### src/rtl/fwd_hazard_ctrl.sv
// Forwarding and hazard unit for a 5-stage MIPS pipeline. Tracks shadow EX/MEM and
// MEM/WB destination state and produces forwarding selects, load-use stalls and mul/div holds.
module fwd_hazard_ctrl #(
    parameter int AW        = 5,
    parameter int MD_LAT    = 4,
    parameter int FWD_WB_EN = 1
) (
    input  logic          clk,
    input  logic          rst,
    input  logic [AW-1:0] id_rs,
    input  logic [AW-1:0] id_rt,
    input  logic          id_uses_rt,
    input  logic [AW-1:0] ex_rs,
    input  logic [AW-1:0] ex_rt,
    input  logic [AW-1:0] ex_rd,
    input  logic          ex_regwrite,
    input  logic          ex_memread,
    input  logic          ex_memwrite,
    input  logic          ex_md_start,
    output logic [1:0]    fwd_a,
    output logic [1:0]    fwd_b,
    output logic [1:0]    fwd_st,
    output logic          stall,
    output logic          bubble,
    output logic          md_busy
);

    typedef enum logic {IDLE = 1'b0, BUSY = 1'b1} md_state_t;

    localparam logic       MD_MULTI = (MD_LAT > 1);
    localparam logic       WB_EN    = (FWD_WB_EN != 0);
    localparam logic [3:0] MD_LOAD  = 4'(MD_LAT - 1);
    localparam logic [AW-1:0] ZERO_REG = {AW{1'b0}};

    md_state_t     state_r;
    logic [3:0]    cnt_r;
    logic [AW-1:0] mem_rd_r;
    logic          mem_rw_r;
    logic          mem_ld_r;
    logic [AW-1:0] wb_rd_r;
    logic          wb_rw_r;

    logic          md_busy_s;
    logic          luh_s;
    logic          luh_eff_s;
    logic [1:0]    sel_a_s;
    logic [1:0]    sel_b_s;

    // EX/MEM wins over MEM/WB because it holds the younger value; loads in MEM cannot forward yet.
    function automatic logic [1:0] fwd_sel(
        input logic [AW-1:0] src,
        input logic [AW-1:0] m_rd,
        input logic          m_rw,
        input logic          m_ld,
        input logic [AW-1:0] w_rd,
        input logic          w_rw
    );
        logic [1:0] sel;
        if (m_rw && (m_rd != ZERO_REG) && (m_rd == src) && !m_ld) begin
            sel = 2'b01;
        end else if (WB_EN && w_rw && (w_rd != ZERO_REG) && (w_rd == src)) begin
            sel = 2'b10;
        end else begin
            sel = 2'b00;
        end
        return sel;
    endfunction

    // Hazard and forwarding decode from shadow state and the current EX/ID fields.
    always_comb begin
        md_busy_s = (state_r == BUSY) || (ex_md_start && MD_MULTI);
        luh_s     = ex_memread && (ex_rd != ZERO_REG) &&
                    ((ex_rd == id_rs) || (id_uses_rt && (ex_rd == id_rt)));
        luh_eff_s = luh_s && !md_busy_s;
        sel_a_s   = fwd_sel(ex_rs, mem_rd_r, mem_rw_r, mem_ld_r, wb_rd_r, wb_rw_r);
        sel_b_s   = fwd_sel(ex_rt, mem_rd_r, mem_rw_r, mem_ld_r, wb_rd_r, wb_rw_r);
    end

    // Output drive; everything is held low while reset is asserted.
    always_comb begin
        if (rst) begin
            fwd_a   = 2'b00;
            fwd_b   = 2'b00;
            fwd_st  = 2'b00;
            stall   = 1'b0;
            bubble  = 1'b0;
            md_busy = 1'b0;
        end else begin
            fwd_a   = sel_a_s;
            fwd_b   = sel_b_s;
            fwd_st  = ex_memwrite ? sel_b_s : 2'b00;
            stall   = luh_eff_s || md_busy_s;
            bubble  = luh_eff_s;
            md_busy = md_busy_s;
        end
    end

    // Shadow EX/MEM and MEM/WB destination state; a held mul/div sends a bubble into MEM.
    always_ff @(posedge clk) begin
        if (rst) begin
            mem_rd_r <= ZERO_REG;
            mem_rw_r <= 1'b0;
            mem_ld_r <= 1'b0;
            wb_rd_r  <= ZERO_REG;
            wb_rw_r  <= 1'b0;
        end else begin
            wb_rd_r <= mem_rd_r;
            wb_rw_r <= mem_rw_r;
            if (md_busy_s) begin
                mem_rd_r <= ZERO_REG;
                mem_rw_r <= 1'b0;
                mem_ld_r <= 1'b0;
            end else begin
                mem_rd_r <= ex_rd;
                mem_rw_r <= ex_regwrite;
                mem_ld_r <= ex_memread;
            end
        end
    end

    // Mul/div sequencer: the start cycle plus MD_LAT-1 BUSY cycles.
    always_ff @(posedge clk) begin
        if (rst) begin
            state_r <= IDLE;
            cnt_r   <= 4'd0;
        end else begin
            case (state_r)
                IDLE: begin
                    if (ex_md_start && MD_MULTI) begin
                        state_r <= BUSY;
                        cnt_r   <= MD_LOAD;
                    end else begin
                        state_r <= IDLE;
                        cnt_r   <= 4'd0;
                    end
                end
                BUSY: begin
                    if (cnt_r == 4'd1) begin
                        state_r <= IDLE;
                        cnt_r   <= 4'd0;
                    end else begin
                        state_r <= BUSY;
                        cnt_r   <= cnt_r - 4'd1;
                    end
                end
                default: begin
                    state_r <= IDLE;
                    cnt_r   <= 4'd0;
                end
            endcase
        end
    end

endmodule

### config.mk
export PLATFORM = sky130hd
export DESIGN_NAME = fwd_hazard_ctrl
export DESIGN_NICKNAME = d
export VERILOG_FILES = /design/src/rtl/fwd_hazard_ctrl.sv
export SDC_FILE = /design/constraint.sdc
export NUM_CORES = 1
export LEC_CHECK = 0
export CAP_MARGIN = 10
export CORE_MARGIN = 4
export CORE_UTILIZATION = 46
export CTS_CLUSTER_SIZE = 40
export DETAILED_ROUTE_END_ITERATION = 10
export PLACE_DENSITY = 0.88
export SLEW_MARGIN = 25
export SYNTH_ARGS = -nofsm -noshare
export SYNTH_HDL_FRONTEND = slang
export SYNTH_SLANG_ARGS = --single-unit
### constraint.sdc
create_clock -name clk -period 3.1 [get_ports clk]
set_input_delay 0.62 -clock clk [delete_from_list [all_inputs] [get_ports clk]]
set_output_delay 0.62 -clock clk [all_outputs]
set_load 0.01 [all_outputs]
==> out/metrics.sh <==
OUTCOME='completed'
TIGHTESTPINTRANSITION_NS=0.490
LAYOUT-DRIVE-GT1-SHARE_PCT=9.20
TIMING.CRITICAL_PATH.FROM='ex_rt[4]'
PLACE_WS_NS=-0.139
DRT-VIAS-PER-INSTANCE=4.97
POST_CTS.RESIZED_INSTANCES=5
DRT_FIRST_ITER_VIOLATIONS=7
INITIAL_CORE_UTIL_PCT=50.1
TIMING.REG2REG.WORST_PATH_DEPTH=5
TRITONCTS='yes'
CLK_LATENCY_NS=0.28
REG2REG_SETUP_SLACK_NS=1.96
CRITICAL_PATH_SINK_TYPE='output port'
POSTCTSHOLDBUFS=0
REG2REG_END='cnt_r[2]$_SDFF_PP0_'
CRITPATHMAXFANOUT=4
CTS_BUFFERS=3
AREA_CONTRIBUTORS_POST_SYNTH='sky130_fd_sc_hd__dfxtp_1 (35%), sky130_fd_sc_hd__xor2_1 (16%), sky130_fd_sc_hd__xnor2_1 (9.4%)'
NFILLCELLS=154
IR_DROP_V=0.000226
SYNTH_CELL_TYPE_COUNT=28
CRIT-REG2REG-LAUNCH='cnt_r[0]$_SDFF_PP0_'
FINAL_NETS=198
UNREPAIRED_SETUP_ENDPOINTS_AFTER_GLOBAL_ROUTING='false'
CELLPOWERDENSITY_nW_PER_UM2=332
CLK_PIN_SLEW_NS=0.10
GRT_OVERFLOW_TOTAL=0
GP_CONGESTION=0.781
FP.COREAREA_UM2=2040
ARRIVAL_NS=2.36
PIN_COUNT=41
SYNTH_AREA_LEADER_CELL='sky130_fd_sc_hd__dfxtp_1'
ANTENNA_DIODE_COUNT=0
FINAL.MIN_CLOCK_PERIOD_NS=2.98
GRT_FIRST_PASS_WIRELENGTH_UM=3970
FMAX_MHz=335
SETUP-VIOLATIONS-FINAL=0
TIMING_HOLD_VIOLATIONS_FINAL=0
AREAGROWTHSYNTHTOFINISH_PCT=50.4
FINAL_ANTENNA_NET_COUNT=0
DIE_H_UM=55.2
1ST_PASS_ROUTER_ITERATIONS=4
POSTSYNTHREGISTERBITS=18
CRITPATHKIND='input port to output port'
LAYOUTNONFILLERINSTCOUNT=190
TIMING.HOLD.WORST.CLASS='flip-flop to flip-flop'
NUMBER_OF_REMAINING_DRC_ERRORS=0
POST_DP_CELL_AREA_UM2=1510
SYNTH.YOSYS.WARNINGS=0
FINCLKSKEW_NS=0.00288
H-TREE-DEPTH=1
SYN-CELL-AREA_UM2=1020
DETAIL_ROUTE.WIRELENGTH_UM=2440
TNS_NS=0
P_LEAK_nW=0.652
RELSLEWSLACK_PCT=67.1
SYN_AVG_CELL_AREA_UM2=9.06
FIN_CRIT_SH_PCT=96.2
DIE_AREA_UM2=3040
POST-CTS-SETUP-BUFFER-COUNT=0
NUMPLACEDINSTANCES=186
SLEW_VIOLATIONS=0
TIMING.CRITICAL_PATH.FROM_TYPE='input port'
FP-ROW-COUNT=16
GRT_PASS1_VIAS=989
GRT_MAX_DEGREE=14
SEQ_AREA_FRAC_SYNTH_PCT=35.2
TRITONCTS_SINK_COUNT=18
GRT_ANTENNA_BEFORE_REPAIR=0
CTS_ROOT_BUF='sky130_fd_sc_hd__clkbuf_4'
LAYOUT.CELL_AREA.NON_FILLER_UM2=1540
VIAS=944
POST-SYNTH-TOP-AREA-FRACTION_PCT=35.2
WL_CELL_UM=12.8
SYNTHESIS.INSTANCES=113
TIMING.CRITICAL_PATH.REQUIRED_NS=2.48
SETUP.WORST_PATH.END='fwd_b[1]'
DRV.MAX_CAP_VIOLATION_COUNT=0
DIE_X_UM=55.2
PLACE.DETAILED.HPWL_UM=2130
TOT_GR_TRACK_USE_PCT=17.8
CTS_MAX_PATH_BUFFERS=2
FINALHOLDWORSTSLACK_NS=0.485
IO_BUFFERS=40
SYNTHESIS.NETS=147
POST-ROUTE-WORST-SETUP-SLACK_NS=0.118
==> cells in the final DEF, fill, tap and decap left out <==
| cell | Yosys | routed |
|---|---|---|
| sky130_fd_sc_hd__a21oi_1 | 4 | 4 |
| sky130_fd_sc_hd__a31oi_1 | 1 | 1 |
| sky130_fd_sc_hd__a32oi_1 | 1 | 1 |
| sky130_fd_sc_hd__and2_1 | 7 | 7 |
| sky130_fd_sc_hd__and3_1 | 1 | 1 |
| sky130_fd_sc_hd__and3b_1 | 1 | 1 |
| sky130_fd_sc_hd__buf_4 | 0 | 7 |
| sky130_fd_sc_hd__clkbuf_4 | 0 | 3 |
| sky130_fd_sc_hd__clkbuf_8 | 0 | 1 |
| sky130_fd_sc_hd__clkdlybuf4s50_1 | 0 | 34 |
| sky130_fd_sc_hd__dfxtp_1 | 18 | 18 |
| sky130_fd_sc_hd__dlygate4sd2_1 | 0 | 5 |
| sky130_fd_sc_hd__dlymetal6s2s_1 | 0 | 1 |
| sky130_fd_sc_hd__ha_1 | 2 | 2 |
| sky130_fd_sc_hd__inv_1 | 4 | 4 |
| sky130_fd_sc_hd__mux2i_1 | 1 | 1 |
| sky130_fd_sc_hd__nand2_1 | 1 | 1 |
| sky130_fd_sc_hd__nand2b_1 | 2 | 2 |
| sky130_fd_sc_hd__nand3_1 | 3 | 3 |
| sky130_fd_sc_hd__nand4b_1 | 1 | 1 |
| sky130_fd_sc_hd__nor2_1 | 7 | 7 |
| sky130_fd_sc_hd__nor2b_1 | 8 | 8 |
| sky130_fd_sc_hd__nor2b_2 | 1 | 1 |
| sky130_fd_sc_hd__nor3_1 | 7 | 7 |
| sky130_fd_sc_hd__nor3b_2 | 2 | 2 |
| sky130_fd_sc_hd__nor4_1 | 2 | 2 |
| sky130_fd_sc_hd__o21ai_1 | 3 | 3 |
| sky130_fd_sc_hd__o21bai_1 | 1 | 1 |
| sky130_fd_sc_hd__or3_1 | 1 | 1 |
| sky130_fd_sc_hd__or4_1 | 2 | 2 |
| sky130_fd_sc_hd__or4_4 | 1 | 1 |
| sky130_fd_sc_hd__xnor2_1 | 11 | 11 |
| sky130_fd_sc_hd__xor2_1 | 19 | 19 |
==> registers in the layout (all words and copies together) (netlist names) <==
signal,flops
wb_rw_r,1
wb_rd_r,5
mem_rw_r,1
mem_rd_r,5
mem_ld_r,1
state_r,1
cnt_r,4
==> synth_stat cells (all sizes together) <==
cell type and instances:
or4 3, nor2b 9, mux2i 1, a31oi 1, dfxtp 18, ha 2, a21oi 4, nor3 7
a32oi 1, nand2b 2, xor2 19, or3 1, buf 1, o21ai 3, nor4 2, nor2 7
xnor2 11, nand4b 1, and2 7, nand2 1, and3 1, nand3 3, inv 4, o21bai 1
and3b 1, nor3b 2
==> power breakdown <==
part           leakage, nW  internal [mW]  switching (mW)  total [mW]
Sequential           0.147          0.241          0.0103       0.252
Clock               0.0210         0.0714          0.0648       0.136
Combinational        0.484         0.0758          0.0473       0.123
==> cell families after synthesis <==
kind of cell / share of synthesized area [%]
buf+inv: 1.83
compound gates: 5.62
flops: 35.2
fa+ha+maj: 2.44
xor+xnor: 25.7
mux: 0.978
simple gates: 28.2
==> critical path, cell delays in order <==
cell	delay, ns
sky130_fd_sc_hd__clkdlybuf4s50_1	0.51
sky130_fd_sc_hd__xnor2_1	0.13
sky130_fd_sc_hd__nand3_1	0.10
sky130_fd_sc_hd__or4_4	0.54
sky130_fd_sc_hd__and3b_1	0.19
sky130_fd_sc_hd__dlygate4sd2_1	0.28
==> how the worst min path moves through the flow <==
stage	startpoint	end	slack, ns	cells past startpoint
floorplan	mem_rw_r$_SDFF_PP0_	wb_rw_r$_SDFF_PP0_	0.43	1
global placement	mem_rw_r$_SDFF_PP0_	wb_rw_r$_SDFF_PP0_	0.44	1
detailed placement	mem_rw_r$_SDFF_PP0_	wb_rw_r$_SDFF_PP0_	0.47	1
CTS	mem_rw_r$_SDFF_PP0_	wb_rw_r$_SDFF_PP0_	0.49	1
global route	mem_rw_r$_SDFF_PP0_	wb_rw_r$_SDFF_PP0_	0.50	1
finish	mem_rw_r$_SDFF_PP0_	wb_rw_r$_SDFF_PP0_	0.48	1
==> metal layers <==
layer	global-route usage [%]	up-vias	routed length, um
met3	3.22	4	215
met4	5.67	0	28
met1	18.9	421	936
li1	-	479	-
met2	34.6	40	1260
met5	0	-	0
==> through the flow <==
step	utilization [%]	power [mW]
after floorplan	-	0.309
after global placement	73.8	0.374
after detailed placement	73.8	0.381
after CTS	75.2	0.516
after global routing	75.4	0.540
final	75.4	0.511
==> cell type report <==
class / count / area [um2] / area share [%]
Inverter: 4 / 15.0 / 0.976
Timing Repair Buffer: 47 / 449 / 29.2
Sequential cell: 18 / 360 / 23.4
Multi-Input combinational cell: 90 / 644 / 41.9
Clock buffer: 4 / 36.3 / 2.36
Tap cell: 27 / 33.8 / 2.20
Note: power is estimated with default switching activity, not from simulation.
